<file path="config.mk">
export PLATFORM = sky130hd
export DESIGN_NAME = cpr_cart_mapper
export DESIGN_NICKNAME = d
export VERILOG_FILES = /design/src/rtl/cpr_cart_mapper.sv
export SDC_FILE = /design/constraint.sdc
export NUM_CORES = 1
export LEC_CHECK = 0
export CAP_MARGIN = 20
export CORE_ASPECT_RATIO = 0.9
export CORE_UTILIZATION = 40
export DETAILED_ROUTE_END_ITERATION = 7
export SLEW_MARGIN = 20
export SYNTH_ARGS = -nofsm -noshare
export SYNTH_HDL_FRONTEND = slang
export SYNTH_SLANG_ARGS = --single-unit
</file>
<file path="constraint.sdc">
create_clock -name clk_sys -period 3.2 [get_ports clk_sys]
set_input_delay 0.64 -clock clk_sys [delete_from_list [all_inputs] [get_ports clk_sys]]
set_output_delay 0.64 -clock clk_sys [all_outputs]
set_load 0.01 [all_outputs]
</file>
<file path="src/rtl/cpr_cart_mapper.sv">
`default_nettype none
// ============================================================================
// Module   : cpr_cart_mapper
// Function : CPR (RIFF "AMS!") download parser to cartridge RAM, plus Z80
//            lower/upper ROM page mapper. CPR_CHECKSUM_EN adds a byte sum.
// Revision : 1.0
// ============================================================================
module cpr_cart_mapper #(
  parameter int NUM_PAGES     = 32,
  parameter int ADDR_W        = 19,
  parameter int DEFAULT_UPPER = 3,
  parameter int CPR_INDEX     = 5
) (
  input  logic                 clk_sys,
  input  logic                 reset,
  input  logic                 ioctl_download,
  input  logic [7:0]           ioctl_index,
  input  logic                 ioctl_wr,
  input  logic [7:0]           ioctl_dout,
  output logic                 dl_wr,
  output logic [ADDR_W-1:0]    dl_addr,
  output logic [7:0]           dl_data,
  output logic [NUM_PAGES-1:0] page_map,
  output logic                 cart_valid,
  output logic                 cart_err,
  output logic [15:0]          cpr_checksum,
  input  logic                 rom_sel_wr,
  input  logic [7:0]           rom_sel_data,
  input  logic [2:0]           lo_page,
  input  logic [15:0]          cpu_addr,
  input  logic                 cpu_rd,
  output logic [ADDR_W-1:0]    map_addr,
  output logic                 map_rd,
  output logic                 map_miss
);

  localparam int         PAGE_W = (NUM_PAGES > 1) ? $clog2(NUM_PAGES) : 1;
  localparam int         MAP_W  = (PAGE_W > 3) ? PAGE_W : 3;
  localparam int         MAP_SZ = 2 ** MAP_W;
  localparam logic [6:0] NP7    = 7'(NUM_PAGES);
  localparam logic [5:0] NP6    = 6'(NUM_PAGES);

  typedef enum logic [2:0] {
    ST_IDLE = 3'd0,
    ST_HDR  = 3'd1,
    ST_CHDR = 3'd2,
    ST_DATA = 3'd3,
    ST_PAD  = 3'd4,
    ST_ERR  = 3'd5
  } state_t;

  state_t                state_q, state_d;
  logic [31:0]           cnt_q, cnt_d;
  logic [31:0]           id_q, id_d;
  logic [31:0]           size_q, size_d;
  logic                  is_page_q, is_page_d;
  logic [PAGE_W-1:0]     page_q, page_d;
  logic [NUM_PAGES-1:0]  page_map_q, page_map_d;
  logic                  cart_valid_q, cart_valid_d;
  logic                  cart_err_q, cart_err_d;
  logic                  dl_wr_q, dl_wr_d;
  logic [ADDR_W-1:0]     dl_addr_q, dl_addr_d;
  logic [7:0]            dl_data_q, dl_data_d;
  logic [PAGE_W-1:0]     upper_q, upper_d;
  logic [ADDR_W-1:0]     map_addr_q, map_addr_d;
  logic                  map_rd_q, map_rd_d;
  logic                  map_miss_q, map_miss_d;
  logic                  dl_prev_q, dl_prev_d;

  logic                  cpr_idx, dl_start, dl_end, byte_en;
  logic [6:0]            chunk_nn;
  logic                  chunk_is_page;
  logic [MAP_W-1:0]      map_page;
  logic [MAP_SZ-1:0]     map_present;
  logic                  unused_addr_bit;

  function automatic logic [7:0] sig_byte(input logic [3:0] idx);
    case (idx)
      4'd0:    sig_byte = 8'h52;
      4'd1:    sig_byte = 8'h49;
      4'd2:    sig_byte = 8'h46;
      4'd3:    sig_byte = 8'h46;
      4'd8:    sig_byte = 8'h41;
      4'd9:    sig_byte = 8'h4D;
      4'd10:   sig_byte = 8'h53;
      4'd11:   sig_byte = 8'h21;
      default: sig_byte = 8'h00;
    endcase
  endfunction

  function automatic logic is_digit(input logic [7:0] b);
    is_digit = (b >= 8'h30) && (b <= 8'h39);
  endfunction

  assign cpr_idx  = (ioctl_index == 8'(CPR_INDEX));
  assign dl_start = ioctl_download & ~dl_prev_q & cpr_idx;
  assign dl_end   = ~ioctl_download & dl_prev_q;
  assign byte_en  = ioctl_wr & ioctl_download & cpr_idx;

  // id_q holds the four id bytes, first byte in the top octet
  assign chunk_nn      = 7'(id_q[11:8]) * 7'd10 + 7'(id_q[3:0]);
  assign chunk_is_page = (id_q[31:16] == 16'h6362) && is_digit(id_q[15:8]) &&
                         is_digit(id_q[7:0]) && (chunk_nn < NP7);

  assign map_page        = cpu_addr[15] ? MAP_W'(upper_q) : MAP_W'(lo_page);
  assign map_present     = MAP_SZ'(page_map_q);
  assign unused_addr_bit = cpu_addr[14];

  always_comb begin
    state_d      = state_q;
    cnt_d        = cnt_q;
    id_d         = id_q;
    size_d       = size_q;
    is_page_d    = is_page_q;
    page_d       = page_q;
    page_map_d   = page_map_q;
    cart_valid_d = cart_valid_q;
    cart_err_d   = cart_err_q;
    dl_wr_d      = 1'b0;
    dl_addr_d    = dl_addr_q;
    dl_data_d    = dl_data_q;
    upper_d      = upper_q;
    map_addr_d   = map_addr_q;
    map_rd_d     = 1'b0;
    map_miss_d   = map_miss_q;
    dl_prev_d    = ioctl_download;

    if (dl_start) begin
      state_d      = ST_HDR;
      cnt_d        = '0;
      page_map_d   = '0;
      cart_valid_d = 1'b0;
      cart_err_d   = 1'b0;
    end else if (dl_end && (state_q != ST_IDLE)) begin
      if (state_q != ST_ERR) begin
        if ((state_q == ST_CHDR) && (cnt_q == 32'd0) && (page_map_q != '0))
          cart_valid_d = 1'b1;
        else
          cart_err_d = 1'b1;
      end
      state_d = ST_IDLE;
    end else if (byte_en) begin
      case (state_q)
        ST_HDR: begin
          cnt_d = cnt_q + 32'd1;
          if ((cnt_q[3:2] != 2'b01) && (ioctl_dout != sig_byte(cnt_q[3:0]))) begin
            state_d    = ST_ERR;
            cart_err_d = 1'b1;
          end else if (cnt_q[3:0] == 4'd11) begin
            state_d = ST_CHDR;
            cnt_d   = '0;
          end
        end
        ST_CHDR: begin
          cnt_d = cnt_q + 32'd1;
          if (cnt_q[2] == 1'b0)
            id_d = {id_q[23:0], ioctl_dout};
          else
            size_d = {ioctl_dout, size_q[31:8]};
          if (cnt_q[2:0] == 3'd7) begin
            cnt_d     = '0;
            is_page_d = chunk_is_page;
            page_d    = chunk_nn[PAGE_W-1:0];
            state_d   = (size_d == 32'd0) ? ST_CHDR : ST_DATA;
          end
        end
        ST_DATA: begin
          // Only the first 16 KB of a page chunk lands in cartridge RAM
          if (is_page_q && (cnt_q < 32'd16384)) begin
            dl_wr_d   = 1'b1;
            dl_addr_d = ADDR_W'({page_q, cnt_q[13:0]});
            dl_data_d = ioctl_dout;
          end
          if (cnt_q == size_q - 32'd1) begin
            cnt_d = '0;
            if (is_page_q)
              page_map_d[page_q] = 1'b1;
            state_d = size_q[0] ? ST_PAD : ST_CHDR;
          end else begin
            cnt_d = cnt_q + 32'd1;
          end
        end
        ST_PAD: begin
          state_d = ST_CHDR;
          cnt_d   = '0;
        end
        default: ;
      endcase
    end

    if (rom_sel_wr) begin
      if ((rom_sel_data[7:5] == 3'b100) && ({1'b0, rom_sel_data[4:0]} < NP6))
        upper_d = rom_sel_data[PAGE_W-1:0];
      else
        upper_d = PAGE_W'(DEFAULT_UPPER);
    end

    if (cpu_rd) begin
      map_rd_d   = 1'b1;
      map_addr_d = ADDR_W'({map_page, cpu_addr[13:0]});
      map_miss_d = ~map_present[map_page];
    end
  end

  always_ff @(posedge clk_sys) begin
    if (reset) begin
      state_q      <= ST_IDLE;
      cnt_q        <= '0;
      id_q         <= '0;
      size_q       <= '0;
      is_page_q    <= 1'b0;
      page_q       <= '0;
      page_map_q   <= '0;
      cart_valid_q <= 1'b0;
      cart_err_q   <= 1'b0;
      dl_wr_q      <= 1'b0;
      dl_addr_q    <= '0;
      dl_data_q    <= '0;
      upper_q      <= PAGE_W'(DEFAULT_UPPER);
      map_addr_q   <= '0;
      map_rd_q     <= 1'b0;
      map_miss_q   <= 1'b0;
    end else begin
      state_q      <= state_d;
      cnt_q        <= cnt_d;
      id_q         <= id_d;
      size_q       <= size_d;
      is_page_q    <= is_page_d;
      page_q       <= page_d;
      page_map_q   <= page_map_d;
      cart_valid_q <= cart_valid_d;
      cart_err_q   <= cart_err_d;
      dl_wr_q      <= dl_wr_d;
      dl_addr_q    <= dl_addr_d;
      dl_data_q    <= dl_data_d;
      upper_q      <= upper_d;
      map_addr_q   <= map_addr_d;
      map_rd_q     <= map_rd_d;
      map_miss_q   <= map_miss_d;
    end
  end

  // Tracks the level through reset so a download still high after reset is not a new start
  always_ff @(posedge clk_sys) begin
    dl_prev_q <= dl_prev_d;
  end

`ifdef CPR_CHECKSUM_EN
  logic [15:0] csum_q, csum_d;

  always_comb begin
    csum_d = csum_q;
    if (dl_start)
      csum_d = '0;
    else if (dl_wr_d)
      csum_d = csum_q + {8'h00, dl_data_d};
  end

  always_ff @(posedge clk_sys) begin
    if (reset)
      csum_q <= '0;
    else
      csum_q <= csum_d;
  end

  assign cpr_checksum = csum_q;
`else
  assign cpr_checksum = 16'h0000;
`endif

  assign dl_wr      = dl_wr_q;
  assign dl_addr    = dl_addr_q;
  assign dl_data    = dl_data_q;
  assign page_map   = page_map_q;
  assign cart_valid = cart_valid_q;
  assign cart_err   = cart_err_q;
  assign map_addr   = map_addr_q;
  assign map_rd     = map_rd_q;
  assign map_miss   = map_miss_q;

endmodule
`default_nettype wire

</file>
# Word level (Yosys, flattened, before mapping)
# Memories as Yosys holds them, arrays and structs flattened. A register that Yosys moved wholly into a read port is not among the register bits.
# Index checks and enable logic that the tools add are counted.
# op_classes
n_addsub,3
mul,1
div_mod_pow,0
magnitude_cmp,9
eq_ne,21
shift,0
mux,40
bitwise_logic,14
n_reduce_logical,34
# ops
op,count
2-to-1 mux 32 bit,9
case mux 32 bit (4 select lines),1
logical NOT 32 bit,2
AND reduction 5 bit,7
"adder 32 x 1 -> 32 bit, second input constant",1
== test 32 bit,1
"less-than comparator 32 x 15 -> 1 bit, second input constant",1
2-to-1 mux 8 bit,4
bitwise OR 32 bit,1
nonzero test 32 bit,1
"subtractor 32 x 1 -> 32 bit, second input constant",1
"== test 16 x 15 -> 1 bit, second input constant",1
"greater-or-equal comparator 8 x 6 -> 1 bit, second input constant",2
"less-or-equal comparator 8 x 6 -> 1 bit, second input constant",2
2-to-1 mux 3 bit,5
2-to-1 mux 1 bit,14
"less-than comparator 5 x 6 -> 1 bit, second input constant",2
case mux 3 bit (4 select lines),1
logical AND 1 bit,11
2-to-1 mux 5 bit,2
"== test 3 bit, second input constant",3
"== test 8 x 3 -> 1 bit, second input constant",1
2-to-1 mux 4 bit,2
!= test 8 bit,1
26 further kinds,46
# totals
reg_bits,194
latchBits,0
ramBits,0
romBits,112
word_cells,141
mem_count,1
# memory_table
memory,words,width,rd,rd_ports_with_merged_regs,write_ports,line_no,text
(no name shown),16,7,1,1,0,78,case (idx)

# Longest topological paths before layout
# depth
ltp_word,12
ltp_mapped,14
ltp_nobuf,12

# Worst setup path before layout
# OpenSTA, ideal clock, no wires.
# synth_path
kind,reg-to-reg
start,reg size_q[0]
end,reg with a tool-made name
t_arrival_ns,3.178
t_required_ns,3.085
slack_ns,-0.092
stages_incl_launch_ff,14
path_buffers,1
period_less_slack_ns,3.292
cell_sequence,dfxtp_1 -> inv_1 -> ha_1 -> buf_4 -> or4b_1 -> nor4_4 -> nand4_1 -> xnor2_1 -> nor4_1 -> and4bb_4 -> a21oi_4 -> a311oi_4 -> nor2_1 -> o21a_1
# synth_lines
element,line_no,text
"start, declared",55,"logic [31:0] size_q, size_d;"
"start signal, assigned",227,size_q <= size_d;

# Final worst setup path
# layout_path
start,reg size_q[1]
end,reg cnt_q[6]
# layout_via
elab_chain_cells,4
# layout_rtl
element,line_no,text
subtractor 32 x 1 -> 32 bit,174,if (cnt_q == size_q - 32'd1) begin
== test 32 bit,174,
2-to-1 mux 32 bit,174,
case mux 32 bit (4 select lines),143,case (state_q)
"end signal, assigned",225,cnt_q <= cnt_d;
"end, declared",53,"logic [31:0] cnt_q, cnt_d;"
# Every way passes these cells.
# A chain may end at the register's enable or synchronous reset.

==> reports/metrics.yaml <==
clock_network:
  cts_root_buf: "clkbuf_16"
  cts_sinks: 201
  cts_tree: "yes"
  clock_latency_ns: 0.51
  clock_path_buffers: 3
  htree_levels: 1
  cts-buffers-inserted: 23
  cts.clk_slew.worst_paths_ns: 0.06
critical_path:
  endpoint_kind: "flip-flop"
  critical_path_class: "reg -> reg"
  worst_ep_required_time_ns: 3.64
  crit_arrival_ns: 3.70
  worst-r2r-setup-slack_ns: -0.06
  critPathLaunchType: "flip-flop"
  crit_fanout: 23
timing:
  fin_crit_sh_pct: 102
  fin_ws_ns: -0.0577
  finClkSkew_ns: 0.0116
  max_freq_ghz: 0.307
  setup_viol: 13
  tightest_slew_ns: 0.877
  slew_headroom_pct: 41.5
  period_minus_slack_ns: 3.26
  hold_slack_ns: 0.452
  finalMaxSlewViolations: 0
  hold_viol_final: 0
  grt_setup_unrepaired: "true"
global_routing:
  overflow: 0
  antenna_found_initial: 0
  grt_max_degree: 81
  grt_pass1_vias: 9045
  grt_use_total_pct: 23.5
  grt_pass1_wl_mm: 49.9
detailed_routing:
  ant_nets: 0
  drt_iter0_drc: 794
  drcViolationCount: 2
  wl_per_cell_um: 17.1
  num_vias: 9843
  wl_mm: 31.2
  drtPass1Iterations: 8
  viasPerCell: 5.39
yosys:
  yosysSeqAreaShare_pct: 39.1
  synth_cells: 1288
  synth_edf_count: 0
  synth.avg_cell_area_um2: 8.00
  synth_seq_cells: 201
  async_reset_ff_share_pct: 0
  synth_top_area_share_pct: 39.1
  post_synth_num_cell_types: 72
  synth_flop_cell: "dfxtp_1"
  synth_top_cell_by_area: "dfxtp_1"
  synth_area_um2: 10300
  ys_warn_count: 0
  synthTopCellsByArea: "dfxtp_1, a21oi_1, nand2_1"
placed_design:
  dp_hpwl_mm: 21.9
  gp_congestion: 0.900
  port_buffers: 130
  placedCellCount: 1781
floorplan:
  fp.dieW_um: 171
  rows: 55
  die_y_um: 154
  die_area_um2: 26400
  start_util_pct: 40.9
  coreArea_um2: 25200
  pin_count: 148
power_and_ir_drop:
  power_density_nw_per_um2: 399
  seq_power_share_pct: 46.7
  irDropWorstVdd_v: 0.000324
  p_int_mw: 4.22
  clkPwrFrac_pct: 48.9
  swShare_pct: 22.1
  p_switching_mw: 1.20
  leakagePower_nw: 5.18
  combPwrFrac_pct: 4.4
final_layout:
  fin_cells: 1827
  diodes: 0
  layout.nets: 1530
  fillers: 2418
  synthToLayoutAreaGrowth_pct: 31.8
  drive_gt1_share_pct: 15.2
outcome:
  status: "complete, but fails checks"
  violations: "design-rule violations, negative setup slack"
job:
  drv_cap: 0
hold_path:
  hold_class: "reg -> reg"
-- through the flow --
step | area, um2 | total power, mW | worst slack [ns] | TNS (ns) | util [%]
after floorplan | 10400 | 2.70 | -0.0232 | -0.0498 | -
after global placement | 12600 | 2.82 | -0.112 | -1.30 | 50.0
after detailed placement | 12600 | 2.82 | -0.184 | -2.95 | 50.0
after CTS | 13400 | 5.47 | -0.0108 | -0.0347 | 53.3
after global routing | 13600 | 5.59 | -0.180 | -5.93 | 53.9
final | 13600 | 5.42 | -0.0577 | -0.524 | 53.9
-- routing by layer --
| layer | up-vias | wire, um | GRT usage (%) |
|---|---|---|---|
| li1 | 4853 | - | - |
| met1 | 4626 | 15700 | 37.0 |
| met2 | 317 | 12800 | 33.0 |
| met3 | 47 | 2040 | 3.20 |
| met4 | 0 | 704 | 6.12 |
| met5 | - | 0 | 0 |
-- worst max-delay path: stages, from the launching register on --
cell      delay (ns)
dfxtp_1         0.31
inv_1           0.08
ha_4            0.14
or4b_4          0.47
nor4_4          0.21
buf_4           0.18
nand4_1         0.12
xnor2_1         0.21
nor4_2          0.08
and4bb_4        0.25
a21oi_4         0.21
o21ai_2         0.10
buf_12          0.16
or4_4           0.51
a21oi_1         0.14
-- cells in the mapped netlist (7+ instances only) --
master,count
mux4_2,7
xor2_1,23
buf_4,17
nor3_1,28
nand4_1,18
clkbuf_1,82
inv_1,16
nor2_1,147
nand2_1,188
nand2b_1,14
ha_1,10
or3b_2,7
o21ai_0,37
nor2b_1,18
a211oi_1,7
nor4_1,35
or4_1,17
a21oi_1,149
nand3_1,32
nor4b_1,7
dfxtp_1,201
xnor2_1,30
or3_1,14
and3_1,14
mux2i_1,58
-- sequential cells by signal (all words and copies together) (netlist names), named ones only --
name / cells
size_q: 32
map_miss: 1
cart_err: 1
upper_q: 5
dl_addr: 19
cnt_q: 32
page_map: 32
page_q: 5
map_addr: 19
dl_wr: 1
state_q: 3
id_q: 32
dl_data: 8
is_page_q: 1
map_rd: 1
dl_prev_q: 1
cart_valid: 1
-- power by group through the flow --
stage / logic [mW] / clock network (mW) / registers (mW)
floorplan: 0.106 / 0 / 2.59
global placement: 0.235 / 0 / 2.58
detailed placement: 0.236 / 0 / 2.58
CTS: 0.238 / 2.71 / 2.53
global route: 0.256 / 2.80 / 2.53
finish: 0.238 / 2.65 / 2.53
-- path summary, 6_finish.rpt --
kind | start | to | cells past startpoint
max | size_q[1]$_SDFFE_PP0P_ | cnt_q[6]$_SDFFE_PP0P_ | 14
min | id_q[31]$_SDFFE_PP0P_ | id_q[31]$_SDFFE_PP0P_ | 2
max reg2reg | size_q[1]$_SDFFE_PP0P_ | cnt_q[6]$_SDFFE_PP0P_ | 14
min reg2reg | id_q[31]$_SDFFE_PP0P_ | id_q[31]$_SDFFE_PP0P_ | 2
-- final cells by class --
cell class | instances | area (um2) | share of cell area (%)
Multi-Input combinational cell | 975 | 5940 | 43.8
Timing Repair Buffer | 252 | 2370 | 17.4
Sequential cell | 201 | 4030 | 29.7
Inverter | 16 | 60.1 | 0.443
Tap cell | 342 | 428 | 3.15
Clock inverter | 8 | 100 | 0.738
Clock buffer | 33 | 653 | 4.81
-- kinds of logic after synthesis --
logic type | after synthesis | synth area share, %
simple gates | 588 | 28.6
compound gates | 241 | 13.6
flops | 201 | 39.1
buf+inv | 127 | 5.39
mux | 65 | 7.17
xor+xnor | 53 | 4.51
fa+ha+maj | 12 | 1.60
other cells | 1 | 0.0364
-- cells in the final DEF, fill, tap and decap left out, types with 25 or more instances in the layout --
cell type,instances
nand2_1,187
nor3_1,25
mux2i_1,58
dfxtp_1,200
a21oi_1,142
nor4_1,34
nand3_1,31
o21ai_0,36
clkdlybuf4s50_1,129
xnor2_1,30
buf_4,106
nor2_1,144
-- what timing repair did --
action / CTS / global route
buffers inserted: 1 / 4
resized for setup: 16 / 29
pin swaps: 3 / 24
gates cloned: 1 / 0
endpoints found under the setup margin: 70 / 71
hold buffers: 0 / 0
No activity file was read; power rests on OpenSTA's default activity.
